## src/rtl/seq_demux_pkg.sv

```systemverilog
// seq_demux_pkg: shared constants and helpers for the 4-bit, 8-lane distribution datapath.
//   DATA_NBITS     - width of one lane value
//   NUM_LANES      - number of output lanes
//   SEL_NBITS      - width of the lane select field
//   XFER_CNT_NBITS - width of the saturating transfer counter
package seq_demux_pkg;

  localparam int unsigned DATA_NBITS     = 4;
  localparam int unsigned NUM_LANES      = 8;
  localparam int unsigned SEL_NBITS      = 3;
  localparam int unsigned XFER_CNT_NBITS = 8;

  typedef logic [DATA_NBITS-1:0]     lane_data_t;
  typedef logic [XFER_CNT_NBITS-1:0] xfer_cnt_t;

  // Increment that sticks at the all-ones value.
  function automatic xfer_cnt_t sat_inc(input xfer_cnt_t value);
    return (&value) ? value : value + xfer_cnt_t'(1);
  endfunction

endpackage

```

## src/rtl/demux_lane_buf.sv

```systemverilog
// demux_lane_buf: one-entry output buffer for a single demux lane.
// Ports:
//   clk        - clock, rising edge
//   reset      - asynchronous active-low reset
//   load       - write load_data into the buffer this cycle (only asserted when can_accept)
//   load_data  - value to store
//   deq_rdy    - consumer accepts the held value this cycle
//   full       - buffer holds valid data (lane valid)
//   data       - held value
//   can_accept - buffer is empty or is being drained this cycle
module demux_lane_buf
  import seq_demux_pkg::*;
(
  input  logic       clk,
  input  logic       reset,
  input  logic       load,
  input  lane_data_t load_data,
  input  logic       deq_rdy,
  output logic       full,
  output lane_data_t data,
  output logic       can_accept
);

  logic       full_q, full_d;
  lane_data_t data_q, data_d;

  // Pass-through ready: a full buffer still accepts when it drains in the same cycle.
  assign can_accept = !full_q || deq_rdy;

  always_comb begin
    full_d = full_q;
    data_d = data_q;
    if (load) begin
      // A simultaneous dequeue is covered too: the slot stays occupied by the new value.
      full_d = 1'b1;
      data_d = load_data;
    end else if (full_q && deq_rdy) begin
      full_d = 1'b0;
    end
  end

  always_ff @(posedge clk or negedge reset) begin
    if (!reset) begin
      full_q <= 1'b0;
      data_q <= '0;
    end else begin
      full_q <= full_d;
      data_q <= data_d;
    end
  end

  assign full = full_q;
  assign data = data_q;

endmodule

```

## src/rtl/seq_demux_4b_1to8.sv

```systemverilog
// seq_demux_4b_1to8: registered 1-to-8 demultiplexer for 4-bit values with per-lane
// one-entry buffers, unicast or broadcast routing and a saturating transfer counter.
// Ports:
//   clk, reset          - clock (rising edge), asynchronous active-low reset
//   in_val/in_rdy       - input handshake; in_rdy is combinational from lane state and out_rdy
//   in_data             - input value
//   in_sel              - destination lane (ignored when in_bcast=1)
//   in_bcast            - write in_data to all lanes; fires only when every lane can accept
//   out_val/out_rdy     - per-lane output handshake (bit i = lane i)
//   out0..out7          - lane data registers
//   xfer_count          - accepted input transfers, saturating at 255
module seq_demux_4b_1to8
  import seq_demux_pkg::*;
(
  input  logic                 clk,
  input  logic                 reset,
  input  logic                 in_val,
  output logic                 in_rdy,
  input  logic [DATA_NBITS-1:0] in_data,
  input  logic [SEL_NBITS-1:0] in_sel,
  input  logic                 in_bcast,
  output logic [NUM_LANES-1:0] out_val,
  input  logic [NUM_LANES-1:0] out_rdy,
  output logic [DATA_NBITS-1:0] out0,
  output logic [DATA_NBITS-1:0] out1,
  output logic [DATA_NBITS-1:0] out2,
  output logic [DATA_NBITS-1:0] out3,
  output logic [DATA_NBITS-1:0] out4,
  output logic [DATA_NBITS-1:0] out5,
  output logic [DATA_NBITS-1:0] out6,
  output logic [DATA_NBITS-1:0] out7,
  output logic [XFER_CNT_NBITS-1:0] xfer_count
);

  logic [NUM_LANES-1:0] lane_can_accept;
  logic [NUM_LANES-1:0] lane_full;
  logic [NUM_LANES-1:0] lane_load;
  lane_data_t           lane_data [NUM_LANES];
  logic                 in_fire;
  xfer_cnt_t            xfer_count_q;

  // Broadcast is all-or-nothing, so it needs every lane ready at once.
  assign in_rdy  = in_bcast ? (&lane_can_accept) : lane_can_accept[in_sel];
  assign in_fire = in_val && in_rdy;

  always_comb begin
    lane_load = '0;
    for (int unsigned i = 0; i < NUM_LANES; i++) begin
      lane_load[i] = in_fire && (in_bcast || (in_sel == SEL_NBITS'(i)));
    end
  end

  for (genvar g = 0; g < NUM_LANES; g++) begin : g_lane
    demux_lane_buf u_lane_buf (
      .clk        (clk),
      .reset      (reset),
      .load       (lane_load[g]),
      .load_data  (in_data),
      .deq_rdy    (out_rdy[g]),
      .full       (lane_full[g]),
      .data       (lane_data[g]),
      .can_accept (lane_can_accept[g])
    );
  end

  // A broadcast counts as a single transfer.
  always_ff @(posedge clk or negedge reset) begin
    if (!reset) begin
      xfer_count_q <= '0;
    end else if (in_fire) begin
      xfer_count_q <= sat_inc(xfer_count_q);
    end
  end

  assign out_val    = lane_full;
  assign xfer_count = xfer_count_q;
  assign out0       = lane_data[0];
  assign out1       = lane_data[1];
  assign out2       = lane_data[2];
  assign out3       = lane_data[3];
  assign out4       = lane_data[4];
  assign out5       = lane_data[5];
  assign out6       = lane_data[6];
  assign out7       = lane_data[7];

endmodule
```

## config.mk

```make
export PLATFORM = sky130hd
export DESIGN_NAME = seq_demux_4b_1to8
export DESIGN_NICKNAME = d
export VERILOG_FILES = /design/src/rtl/seq_demux_pkg.sv /design/src/rtl/demux_lane_buf.sv /design/src/rtl/seq_demux_4b_1to8.sv
export SDC_FILE = /design/constraint.sdc
export NUM_CORES = 1
export LEC_CHECK = 0
export ABC_AREA = 0
export CAP_MARGIN = 40
export CORE_MARGIN = 2
export CORE_UTILIZATION = 50
export CTS_BUF_LIST = sky130_fd_sc_hd__clkbuf_4 sky130_fd_sc_hd__clkbuf_8 sky130_fd_sc_hd__clkbuf_16
export DETAILED_ROUTE_END_ITERATION = 8
export HOLD_SLACK_MARGIN = 0.02
export PLACE_DENSITY = 0.85
export SETUP_SLACK_MARGIN = 0.05
export SYNTH_ARGS = -nofsm -noshare
export SYNTH_HDL_FRONTEND = slang
export SYNTH_SLANG_ARGS = --single-unit
```

## constraint.sdc

```tcl
create_clock -name clk -period 4.1 [get_ports clk]
set_clock_uncertainty 0.1 [all_clocks]
set_input_delay 1.23 -clock clk [delete_from_list [all_inputs] [get_ports clk]]
set_output_delay 1.23 -clock clk [all_outputs]
set_load 0.01 [all_outputs]
```

# Yosys cells after proc, flatten, opt, wreduce, memory -nomap -nowiden
# Index checks and enable logic that the tools add are counted.
# totals
mem_bits_ro	0
latch_bits	0
ramBits	0
elab_cells	99
n_memories	0
register_bits	48
output_inout_bits	49
input_bits	19
# op_classes
addsub	1
n_eq_ne	7
mux	19
shift	0
reduce_logical	53
bitwise	1
div	0
mul	0
order_cmp	1
# op_table
cell	n
$mux 1	18
$logic_and 1x1->1	17
$logic_or 1x1->1	16
$reduce_and 8->1	2
$reduce_bool 2->1	8
$eq 3x3->1 const B	4
$add 8x1->8 const B	1
$logic_not 1->1	8
$eq 3x2->1 const B	2
$lt 3x4->1 const B	1
$bmux 1 s3	1
$eq 3x1->1 const B	1
$logic_not 3->1	1
$reduce_and 2->1	1
$not 1->1	1

# Depth between registers and ports, before layout
# depth
word_depth	8
ltp_mapped	8
ltp_nobuf	6

# By module
# From an unflattened synthesis, not the netlist that was laid out.
# hier_totals
cells_unflattened	179
area_unflattened_um2	2213.4
# modules_own_cells
mod	area_per_inst_um2	cells_each	seq_area_each_um2	n_inst
demux_lane_buf	182.7	11	125.1	8
seq_demux_4b_1to8	752.0	91	200.2	1

# Least setup slack after synthesis
# OpenSTA, ideal clock, no wires.
# synth_path
path_type	in2out
startpoint	in in_sel[0]
endpoint	out in_rdy
cell_stages	4
required_ns	2.770
n_path_buf	1
setup_slack_ns	0.509
t_arrival_ns	2.261
path_cell_list	buf_6 -> inv_4 -> mux4_2 -> a221o_1
# synth_via
elab_chain_len	3
# synth_lines
item	line	text
from (decl)	seq_demux_4b_1to8.sv:20	input logic [SEL_NBITS-1:0] in_sel,
$bmux 1 s3	seq_demux_4b_1to8.sv:43	assign in_rdy = in_bcast ? (&lane_can_accept) : lane_can_accept[in_sel];
$mux 1 (implied by the code)	seq_demux_4b_1to8.sv:43	
$mux 1	seq_demux_4b_1to8.sv:43	
to (decl)	seq_demux_4b_1to8.sv:18	output logic in_rdy,
# No other way between the ends. The select of a mux whose other input is x is not followed.

# Worst setup path after layout
# layout_path
startpoint	in out_rdy[3]
endpoint	out in_rdy
# layout_via
elab_chain_len	4
elab_cells_between_ends	5
cone_classes	mux: 3; reduce/logical: 2
# layout_lines
item	line	text
from (decl)	seq_demux_4b_1to8.sv:23	input logic [NUM_LANES-1:0] out_rdy,
$logic_or 1x1->1 (*)	demux_lane_buf.sv:28	assign can_accept = !full_q || deq_rdy;
$bmux 1 s3	seq_demux_4b_1to8.sv:43	
$mux 1 (implied by the code)	seq_demux_4b_1to8.sv:43	
$mux 1 (*)	seq_demux_4b_1to8.sv:43	
# Every way passes the cells marked *; elsewhere a longest branch is shown, timed or not. The select of a mux whose other input is x is not followed.

==> run_results.csv <==
group,metric,value,unit
setup_path,required,2770,ps
detailed_routing,drt-initial-drc-count,121,
sta,min_period,4010,ps
floorplanning,pin_count,68,
final_layout,multi_input_area,956,sq um
detailed_routing,wl,5050,microns
final_layout,seq_area,1200,sq um
logic_synthesis,synth-edff-count,0,
grt,use_met1,0.296,
sta,setup_viol,0,
sta,fmax,249,MHz
floorplanning,die-area,5000,sq um
floorplanning,core-area,4320,sq um
setup_path,start_kind,"input port",
detailed_routing,antenna_left,0,
logic_synthesis,synth_nets,196,
placed_design,dp_hpwl,3690,microns
sta,maxSlewViolCount,0,
sta,min_period_over_period,0.979,
logic_synthesis,synth_cells,176,
power,finalPower,1770,uW
grt,grt_util_met3,0.0670,
sta,worst_slew_pin_slew,631,ps
floorplanning,rows,24,
placed_design,dpl_cell_area,3010,sq um
grt,top_usage_layer,"met2",
logic_synthesis,syn_avg_cell_area,12.6,sq um
sta,hold_viol,0,
sta,slew_headroom,0.576,
clock_tree,htreeDepth,2,
sta,worst_slack,87.3,ps
logic_synthesis,synth_largest_area_cell,"dfrtp_1",
grt,grt_max_degree,28,
detailed_routing,vias,1646,
sta,rsz0062_at_grt,"no",
power,p_leak,0.00138,uW
grt,grt_pass1_vias,1637,
grt,grt_pass1_wl,8270,microns
grt,globalRouteTotalUtil,0.213,
logic_synthesis,synthesis.area,2230,sq um
grt,grt.met2_usage,0.321,
clock_tree,numCtsBuffers,5,
final_layout,instances_no_fill,309,
clock_tree,cts_tree,"done",
setup_path,path_class,"input port to primary output",
logic_synthesis,ys_warn_count,0,
final_layout,layout.nets,276,
setup_path,path_max_fanout,2,
floorplanning,start_util,0.515,
final_layout,drive_above_1_share,0.319,
final_layout,filler_cell_count,326,
grt,antenna_found_initial,0,
detailed_routing,wl_per_cell,16.3,microns
clock_tree,clock_sinks,48,
run_status,status,"finished, final reports clean",
logic_synthesis,synth_area_leaders,"dfrtp_1 54%, mux2_2 17%, buf_4 3.0%",
logic_synthesis,post-synth-top-count-cell,"dfrtp_1",
logic_synthesis,ys_ff_latch,48,
logic_synthesis,async_flop_share,1.00,
floorplanning,fp.dieW,70.7,microns
logic_synthesis,synth_cell_type_count,39,
hold_path,hold_path_class,"flop to flop",
logic_synthesis,ys_seq_area_frac,0.540,
logic_synthesis,synth_common_cells,"48 x dfrtp_1, 33 x mux2_2, 11 x nand2_1",
placed_design,post-place-ws,-353,ps
sta,finalSetupTns,0,ps
logic_synthesis,ys.flop_type,"dfrtp_1",
logic_synthesis,synth_top_area_share,0.540,
final_layout,fin_area,3160,sq um
setup_path,cp.arrival,2680,ps
clock_tree,clock_path_buffers,2,
clock_tree,post_cts_buffers,0,
final_layout,diodes,0,
final_layout,syn2layout_area_growth,42.0,%
power,peakVddDrop,333,uV
power,p_per_area,559,nW/um^2
clock_tree,ctsHoldBuffers,0,
placed_design,portBuffers,67,
clock_tree,clock_latency,300,ps
detailed_routing,drc,0,
clock_tree,cts_root_buf,"clkbuf_8",
placed_design,placed_cells,301,
detailed_routing,viasPerCell,5.33,
placed_design,globalplace.congestion,0.922,
detailed_routing,first_pass_iters,4,
flow_run,drv_cap,0,
grt,grt_overflow,0,
setup_path,end_kind,"primary output",
floorplanning,die_h,70.7,microns
clock_tree,cts.clk_slew.worst_paths,80,ps
power by group:
part           switching, uW  internal, uW  total [uW]  leakage (uW)
clock network            155           144         299     0.0000479
logic                    277           453         730      0.000751
registers                109           630         739      0.000580
total                    541          1230        1770       0.00138
cell families after synthesis:
group	synth area share
AOI/OAI and AO/OA	0.0562
xor gates and xnor gates	0.0118
adders and majority gates	0.00562
buffers and inverters	0.0540
DFF	0.540
muxes	0.197
and+or+nand+nor	0.135
registers in the layout, summed over array words and instances (netlist names):
name and count:
xfer_count 8, g_lane.u_lane_buf.full 8, g_lane.u_lane_buf.data 32
cell usage in the layout (no fill, tap or decap), drive strengths merged, types with 2 or more instances in the layout:
| master | synthesis | layout |
|---|---|---|
| dlymetal6s2s | 0 | 2 |
| nor4 | 2 | 2 |
| dfrtp | 48 | 48 |
| inv | 5 | 5 |
| a31oi | 3 | 3 |
| clkdlybuf4s50 | 0 | 62 |
| xor2 | 3 | 3 |
| a21oi | 2 | 2 |
| nor2 | 12 | 12 |
| nand3 | 4 | 4 |
| o21ai | 5 | 5 |
| buf | 13 | 21 |
| nor4b | 2 | 2 |
| nand2b | 10 | 10 |
| mux2 | 36 | 36 |
| o22ai | 2 | 2 |
| clkbuf | 0 | 7 |
| nor3 | 5 | 5 |
| nand2 | 11 | 11 |
what timing repair did:
item                       in CTS  in global routing
gates resized for setup        11                  3
setup endpoints to repair       1                  1
pin swaps                       1                  0
layer usage:
layer,routed length (microns),up-vias
met4,80,0
met3,427,9
met2,2400,69
li1,-,776
met5,0,-
met1,2140,792
final cells by class:
class	instances	share of cell area
clock buffers	7	0.0285
clock inverters	1	0.00238
inverters	5	0.00673
multi-input cells	110	0.302
flip-flops and latches	48	0.380
well taps	52	0.0206
repair buffers	86	0.259
worst paths after layout:
check	startpoint	endpoint	slack, ps	cells after the start
min reg2reg	g_lane[3].u_lane_buf.data[2]$_DFFE_PN0P_	g_lane[3].u_lane_buf.data[2]$_DFFE_PN0P_	410	1
min	g_lane[3].u_lane_buf.data[2]$_DFFE_PN0P_	g_lane[3].u_lane_buf.data[2]$_DFFE_PN0P_	410	1
min in group asynchronous	reset	g_lane[1].u_lane_buf.data[2]$_DFFE_PN0P_	780	1
max reg2reg	g_lane[0].u_lane_buf.full$_DFFE_PN0P_	g_lane[6].u_lane_buf.data[1]$_DFFE_PN0P_	1640	6
max	out_rdy[3]	in_rdy	90	5
max in group asynchronous	reset	g_lane[5].u_lane_buf.full$_DFFE_PN0P_	2600	2
worst max-delay path, stage by stage:
cell	delay (ps)
clkdlybuf4s50_1	410
nand2b_4	140
mux4_2	470
a221o_1	290
buf_2	140
metrics by stage:
step	hold WS, ps	util
after global routing	434	0.731
after floorplan	381	-
final	412	0.731
after global placement	388	0.692
after detailed placement	395	0.697
after CTS	415	0.728
(Power assumes the default switching activity.)
